<file path="src/rtl/pc_ret_stack_unit_pkg.sv">
// Shared definitions for the program counter / return-address stack unit.
// pc_op_e enumerates the single operation performed on each falling edge;
// pc_op_sel() is the fixed-priority encoder from decoder strobes to that
// operation. The decoder and the testbench use the same package.
package pc_pkg;

    typedef enum logic [2:0] {
        OP_HOLD,
        OP_INC,
        OP_JMP,
        OP_CALL,
        OP_RET,
        OP_RETI,
        OP_INT
    } pc_op_e;

    // Priority: INT (unmasked) > RETI > RET > CALL > JMP > INC > HOLD.
    // A masked interrupt request simply falls through to the lower ops.
    function automatic pc_op_e pc_op_sel(
        input logic int_req,
        input logic int_active,
        input logic reti,
        input logic ret,
        input logic call,
        input logic jmp,
        input logic pcpp
    );
        pc_op_e op;
        if (int_req && !int_active) op = OP_INT;
        else if (reti)              op = OP_RETI;
        else if (ret)               op = OP_RET;
        else if (call)              op = OP_CALL;
        else if (jmp)               op = OP_JMP;
        else if (pcpp)              op = OP_INC;
        else                        op = OP_HOLD;
        return op;
    endfunction

endpackage

</file>
<file path="src/rtl/pc_ret_stack_unit_stack.sv">
// pc_ret_stack: DEPTH x AW LIFO holding return addresses.
// Ports:
//   CLK    falling-edge clock
//   RST    asynchronous active-high reset; clears the stack pointer only
//   push   write din at the top (ignored when full)
//   pop    discard the top entry (ignored when empty)
//   din    address to push
//   dout   current top entry (valid only when not empty)
//   sp     number of entries in use, 0..DEPTH
//   full   sp == DEPTH
//   empty  sp == 0
// push and pop must not be asserted together.
module pc_ret_stack
    import pc_pkg::*;
#(
    parameter int AW    = 16,
    parameter int DEPTH = 8
) (
    input  logic                     CLK,
    input  logic                     RST,
    input  logic                     push,
    input  logic                     pop,
    input  logic [AW-1:0]            din,
    output logic [AW-1:0]            dout,
    output logic [$clog2(DEPTH):0]   sp,
    output logic                     full,
    output logic                     empty
);

    localparam int IW  = $clog2(DEPTH);
    localparam int SPW = IW + 1;

    logic [AW-1:0]  mem [DEPTH];
    logic [SPW-1:0] sp_q;
    logic [SPW-1:0] sp_m1;
    logic           do_push;
    logic           do_pop;

    always_comb begin
        full    = (sp_q == SPW'(DEPTH));
        empty   = (sp_q == '0);
        do_push = push && !full;
        do_pop  = pop && !empty;
        sp_m1   = sp_q - SPW'(1);
        // Low IW bits of sp-1 address the top slot; meaningless when empty.
        dout    = mem[sp_m1[IW-1:0]];
        sp      = sp_q;
    end

    // Storage carries no reset; contents are undefined until written.
    always_ff @(negedge CLK) begin
        if (do_push) begin
            mem[sp_q[IW-1:0]] <= din;
        end
    end

    always_ff @(negedge CLK or posedge RST) begin
        if (RST) begin
            sp_q <= '0;
        end else if (do_push) begin
            sp_q <= sp_q + SPW'(1);
        end else if (do_pop) begin
            sp_q <= sp_m1;
        end
    end

endmodule

</file>
<file path="src/rtl/pc_ret_stack_unit.sv">
// pc_ret_stack_unit: program counter with integrated return-address stack.
// Sits between the instruction decoder and the program memory address bus.
// All state changes on the falling edge of CLK; RST is async, active-high.
// Ports:
//   CLK, RST     clock (falling edge active), reset
//   PCpp         increment PC
//   JMP          jump to Imm
//   CALL         push ADDRout+1, jump to Imm
//   RET          pop top of stack into ADDRout
//   RETI         as RET, also clears INT_ACTIVE
//   INTjmp       interrupt request: push ADDRout, jump to Aint (masked while INT_ACTIVE)
//   CLR_ERR      clear sticky OVF/UNF (a same-edge new error wins)
//   Imm, Aint    jump/call target, interrupt vector
//   ADDRout      registered program address
//   SP           stack entries in use; FULL/EMPTY decoded from it
//   OVF, UNF     sticky push-while-full / pop-while-empty flags
//   INT_ACTIVE   ISR in progress
//   INT_ACK      one-cycle pulse on the edge an interrupt is taken
module pc_ret_stack_unit
    import pc_pkg::*;
#(
    parameter int             AW        = 16,
    parameter int             DEPTH     = 8,
    parameter logic [AW-1:0]  RESET_VEC = '0
) (
    input  logic                    CLK,
    input  logic                    RST,
    input  logic                    PCpp,
    input  logic                    JMP,
    input  logic                    CALL,
    input  logic                    RET,
    input  logic                    RETI,
    input  logic                    INTjmp,
    input  logic                    CLR_ERR,
    input  logic [AW-1:0]           Imm,
    input  logic [AW-1:0]           Aint,
    output logic [AW-1:0]           ADDRout,
    output logic [$clog2(DEPTH):0]  SP,
    output logic                    FULL,
    output logic                    EMPTY,
    output logic                    OVF,
    output logic                    UNF,
    output logic                    INT_ACTIVE,
    output logic                    INT_ACK
);

    pc_op_e        op;
    logic          push_req;
    logic          pop_req;
    logic [AW-1:0] addr_inc;
    logic [AW-1:0] stk_din;
    logic [AW-1:0] stk_top;

    always_comb begin
        op       = pc_op_sel(INTjmp, INT_ACTIVE, RETI, RET, CALL, JMP, PCpp);
        push_req = (op == OP_INT) || (op == OP_CALL);
        pop_req  = (op == OP_RET) || (op == OP_RETI);
        addr_inc = ADDRout + AW'(1);
        // Interrupt saves the interrupted address so that instruction re-executes.
        stk_din  = (op == OP_INT) ? ADDRout : addr_inc;
    end

    pc_ret_stack #(
        .AW    (AW),
        .DEPTH (DEPTH)
    ) u_stack (
        .CLK   (CLK),
        .RST   (RST),
        .push  (push_req),
        .pop   (pop_req),
        .din   (stk_din),
        .dout  (stk_top),
        .sp    (SP),
        .full  (FULL),
        .empty (EMPTY)
    );

    always_ff @(negedge CLK or posedge RST) begin
        if (RST) begin
            ADDRout    <= RESET_VEC;
            OVF        <= 1'b0;
            UNF        <= 1'b0;
            INT_ACTIVE <= 1'b0;
            INT_ACK    <= 1'b0;
        end else begin
            INT_ACK <= (op == OP_INT);

            case (op)
                OP_INT: begin
                    ADDRout    <= Aint;
                    INT_ACTIVE <= 1'b1;
                end
                OP_CALL, OP_JMP: ADDRout <= Imm;
                OP_INC:          ADDRout <= addr_inc;
                OP_RET, OP_RETI: begin
                    if (!EMPTY) begin
                        ADDRout <= stk_top;
                    end
                    if (op == OP_RETI) begin
                        INT_ACTIVE <= 1'b0;
                    end
                end
                default: ;
            endcase

            if (push_req && FULL) begin
                OVF <= 1'b1;
            end else if (CLR_ERR) begin
                OVF <= 1'b0;
            end

            if (pop_req && EMPTY) begin
                UNF <= 1'b1;
            end else if (CLR_ERR) begin
                UNF <= 1'b0;
            end
        end
    end

endmodule

</file>
<file path="config.mk">
export PLATFORM = sky130hd
export DESIGN_NAME = pc_ret_stack_unit
export DESIGN_NICKNAME = d
export VERILOG_FILES = /design/src/rtl/pc_ret_stack_unit_pkg.sv /design/src/rtl/pc_ret_stack_unit_stack.sv /design/src/rtl/pc_ret_stack_unit.sv
export SDC_FILE = /design/constraint.sdc
export NUM_CORES = 1
export LEC_CHECK = 0
export CORE_MARGIN = 3
export CORE_UTILIZATION = 42
export CTS_CLUSTER_SIZE = 20
export DETAILED_ROUTE_END_ITERATION = 8
export GPL_ROUTABILITY_DRIVEN = 0
export GPL_TIMING_DRIVEN = 0
export HOLD_SLACK_MARGIN = 0.1
export PLACE_DENSITY = 0.67
export SLEW_MARGIN = 20
export SYNTH_ARGS = -nofsm -noshare
export SYNTH_HDL_FRONTEND = slang
export SYNTH_SLANG_ARGS = --single-unit
export TNS_END_PERCENT = 20
</file>
<file path="constraint.sdc">
create_clock -name CLK -period 4.1 [get_ports CLK]
set_clock_uncertainty 0.2 [all_clocks]
set_input_delay 0.615 -clock CLK [delete_from_list [all_inputs] [get_ports CLK]]
set_output_delay 0.615 -clock CLK [all_outputs]
set_load 0.01 [all_outputs]
</file>
Yosys cells after proc, flatten, opt, wreduce, memory -nomap -nowiden
Memory sizes are Yosys's and may differ from the RTL's.
Index checks and enable logic that the tools add are counted.
Word-level totals
  register bits: 24
  latch bits: 0
  bits in writable memories: 128
  memory bits (read-only): 0
  input port bits: 41
  output and inout bits: 26
  logic and storage cells: 57
  memories: 1
Operators by class
  $add $sub $neg: 3
  multiply operators: 0
  div/mod/pow operators: 0
  magnitude comparators: 0
  equal/unequal tests: 9
  shift-type cells: 0
  muxes and demuxes: 18
  bitwise logic cells: 0
  reduce and logical (&&, ||, !) cells: 20
Memories
  u_stack.mem: depth 8, width 16, rd ports 1, clocked after memory_dff 0, wr ports 1, line pc_ret_stack_unit_stack.sv:33  | logic [AW-1:0] mem [DEPTH];
Operators with widths (number)
  16-bit case mux with 4 select lines: 1
  16-bit 2-to-1 mux: 2
  16-bit by 1-bit adder with 16-bit output, second input constant: 1
  3-bit equality test, second input constant: 3
  3-bit 2-to-1 mux: 3
  4-bit 2-to-1 mux: 2
  2-bit nonzero test: 4
  1-bit 2-to-1 mux: 7
  3-bit by 2-bit equality test with 1-bit output, second input constant: 2
  1-bit logical AND: 5
  4-bit by 1-bit adder with 4-bit output, second input constant: 1
  4-bit equality test, second input constant: 1
  4-bit zero test: 1
  2-bit 2-to-1 mux: 2
  2-bit inequality test, second input constant: 2
  2-bit AND reduction: 2
  4-bit nonzero test: 1
  2-bit OR reduction: 2
  4-bit by 1-bit subtractor with 4-bit output, second input constant: 1
  3-bit by 1-bit equality test with 1-bit output, second input constant: 1
  1-bit zero test: 3
  1-bit logical OR: 2
  1-bit case mux with 2 select lines: 1

Longest topological paths before layout
Gate-level depths: netlist of run 1.
  depth after elaboration: 11
  depth in mapped cells: 11
  depth with buffers taken out: 7

Hierarchy
From an unflattened synthesis of run 1, not the netlist that was laid out.
Unflattened totals
  cell total of the unflattened synthesis: 483
  area, all modules: 7140.6 um^2
Modules (own cells, without submodules)
  pc_ret_stack: times used 1, cells an instance 241, area an instance 5305.1 um^2, seq. area each 3943.8 um^2
  pc_ret_stack_unit: times used 1, cells an instance 242, area an instance 1835.5 um^2, seq. area each 500.5 um^2

==> results of run 1 <==
==> cell type report <==
class	count	area share (%)
Tap cell	211	2.782
Clock inverter	142	6.619
Inverter	10	0.5538
Sequential cell	152	46.84
Clock buffer	18	4.747
Multi-Input combinational cell	260	25.16
Buffer	28	2.017
Timing Repair Buffer	113	11.29
==> timing repair <==
| action | 4_1_cts | 5_1_grt |
|---|---|---|
| endpoints found under the setup margin | 293 | 89 |
| resized for setup | 111 | 23 |
| pin swaps | 11 | 7 |
| setup buffers | 35 | 6 |
| cloned | 1 | 0 |
==> cell families (layout without fill, tap and decap cells) <==
kind of cell             count (synthesis)  count (layout)  synth area share [%]
adder cells (fa/ha/maj)                  3               3                0.5545
AO/OA/AOI/OAI                           91              91                 8.298
XOR/XNOR                                31              31                 4.010
flip-flops                             152             152                 65.64
AND/OR/NAND/NOR                        100             100                 7.596
buffers and inverters                   41             311                 2.772
multiplexers                            35              35                 11.13
==> power groups by stage <==
stage	registers [mW]	clock network, mW	logic (mW)
6_report	2.41	2.07	2.79
5_1_grt	2.43	2.30	2.98
4_1_cts	2.40	2.10	2.75
3_5_place_dp	2.44	0.187	2.47
3_3_place_gp	2.43	0.187	2.37
2_1_floorplan	2.42	0.187	1.55
==> worst max path at each step <==
stage,startpoint,endpoint,slack [ns]
global route,u_stack.sp[0],FULL,-0.35
CTS,u_stack.sp[0],FULL,-0.36
floorplan,RET,u_stack.mem[2][0],-0.33
detailed placement,CALL,u_stack.mem[2][11],-1.51
global placement,CALL,u_stack.mem[4][9],-1.60
finish,u_stack.sp[0],FULL,-0.28
==> critical path, delay by kind of cell, from the launching register on <==
| family | cells | cell delay, ns |
|---|---|---|
| adders and majority gates | 1 | 0.15 |
| and+or+nand+nor | 1 | 0.18 |
| buffers and inverters | 3 | 0.31 |
| DFF | 1 | 0.46 |
==> metrics by stage <==
step | hold slack (ns) | utilization [%] | power (mW) | std cells | worst slack, ns
floorplan | 0.2868 | - | 4.159 | 453 | -0.3323
global placement | 0.2567 | 50.32 | 4.986 | 730 | -1.601
detailed placement | 0.2754 | 50.88 | 5.100 | 735 | -1.508
CTS | 0.2853 | 61.01 | 7.257 | 929 | -0.3568
global route | 0.3440 | 61.28 | 7.712 | 934 | -0.3487
finish | 0.2840 | 61.28 | 7.267 | 934 | -0.2828
==> routing by layer <==
layer / part of all wire [%] / GRT usage [%] / vias to the layer above
met5: 0 / 0 / -
met4: 2.3 / 8.776 / 0
met3: 9.5 / 6.540 / 44
met2: 48 / 37.27 / 287
met1: 40 / 31.85 / 2632
li1: - / - / 2302
==> flip-flops by register name (all words and copies together), names as in the netlist <==
register / count
u_stack.mem: 128
OVF: 1
INT_ACTIVE: 1
UNF: 1
ADDRout: 16
INT_ACK: 1
u_stack.sp: 4
==> placed cells by master, fill, tap and decap left out, types with 11 or more instances in the layout <==
master           instances
clkbuf_16               18
mux4_2                  32
dfrtn_1                 24
clkbuf_1                11
a21oi_1                 33
clkdlybuf4s50_1         34
dlygate4sd2_1           15
nand3_1                 12
nand2_1                 28
edfxtp_1               128
buf_2                   14
o22ai_1                 14
xnor2_1                 11
xor2_1                  12
inv_1                  135
buf_4                   38
==> results.yml, run 1 <==
outcome:
  outcome: "finished with violations"
  failed_checks: "negative setup slack"
cells_and_area:
  nets: 754
  post-route-cell-area_um2: 9489
  antenna_cells: 0
  fillers: 1176
  drive_gt1_share_pct: 25.17
  area.growth.synth_to_final_pct: 40.16
  multi_input_area_um2: 2387
  seqCellArea_um2: 4444
route:
  route.detailed.drc: 0
  viasPerCell: 5.637
  antenna_left: 0
  detail_route.iter0.violations: 664
  wl_per_cell_um: 21.45
  first_pass_iters: 7
  wl_um: 20040
  vias: 5265
pwr:
  ir_drop_uv: 384.1
  intPower_mw: 4.543
  clock_power_share_pct: 28.5
  combinationalPowerShare_pct: 38.4
  powerDensity_nw_per_um2: 765.8
  p_leak_nw: 3.891
  switchingPower_mw: 2.724
  p_seq_share_pct: 33.2
  switching_share_pct: 37.49
worst_hold_path:
  min_path_cells: 2
  hp-start: "OVF"
  whs_endpoint: "OVF"
  hp-class: "reg -> reg"
timing:
  worst_slew_margin_rel_pct: 36.68
  slew_violations: 0
  setup_tns_ns: -0.5220
  final-setup-viol-count: 2
  worst_slack_ns: -0.2828
  rsz0062_at_grt: "true"
  worstMarginPinSlew_ns: 0.9439
  hold_viol_final: 0
worst_setup_path:
  critPathCaptureType: "output pin"
  crit_slowest_cell: "dfrtn_1"
  worstPathMaxFanout: 3
  crit_path_cell_trace: "buf_12 -> inv_8 -> ha_4 -> and3b_1 -> buf_2"
  r2r_end: "ADDRout[2]"
  path_class: "reg -> out"
  cp.required_ns: 3.28
  cpPeakStageDelay_ns: 0.46
  reg2reg_depth: 9
  reg2reg_slack_ns: 1.06
  cp.arrival_ns: 3.57
  timing.rr.start: "u_stack.sp[0]"
  start_kind: "flop"
logic_synthesis:
  async_reset_ff_share_pct: 15.79
  yosys_most_used_dff: "edfxtp_1"
  synth_top_cells_by_area: "edfxtp_1, mux4_2, dfrtn_1, a21oi_1, xnor2_1"
  synth-edff-count: 128
  netlist_area_um2: 6770
  synth-seq-cells: 152
  synth-seq-area-share_pct: 65.64
  synth_cell_types: 51
  yosysTopAreaCell: "edfxtp_1"
  synthesis.nets: 497
  yosysMostFrequentCell: "edfxtp_1"
  synthCells: 453
  avgSynthCellArea_um2: 14.95
  synth_top_area_share_pct: 56.77
  yosysWarningCount: 0
  synth_common_cells: "edfxtp_1, a21oi_1, mux4_2"
global_route:
  antenna_found_initial: 1
  grt_max_degree: 25
  overflow: 0
  grt_first_pass_wirelength_um: 31150
  grt_pass1_vias: 5361
  track_usage_pct: 23.74
clock_network:
  cts_buffers: 17
  cts_num_sinks: 152
  clk_pin_slew_ns: 0.05
  clock_latency_ns: 0.47
  cts_max_path_buffers: 2
  cts_root_buffer: "clkbuf_16"
  htree_levels: 4
  hold_buffers: 0
  cts_tree: "yes"
placed_design:
  io_buffers: 66
  hpwl_um: 12330
  placed_area_um2: 7878
floorplanning:
  rows: 45
  coreArea_um2: 15480
  start_util_pct: 43.73
  die_x_um: 133.0
  fp.dieArea_um2: 17680
  die_h_um: 133.0
  io_pins: 67
job:
  maxCapViolations: 0
(Power assumes the default switching activity.)
==> run 2, diff against run 1 <==
--- a/config.mk
+++ b/config.mk
@@ -5,6 +5,7 @@
 export SDC_FILE = /design/constraint.sdc
 export NUM_CORES = 1
 export LEC_CHECK = 0
+export ABC_CLOCK_PERIOD_IN_PS = 4100
 export CORE_MARGIN = 3
 export CORE_UTILIZATION = 42
 export CTS_CLUSTER_SIZE = 20
==> results of run 2 <==
Same layout as run 1: the final DEF is identical, and so are final timing and power.
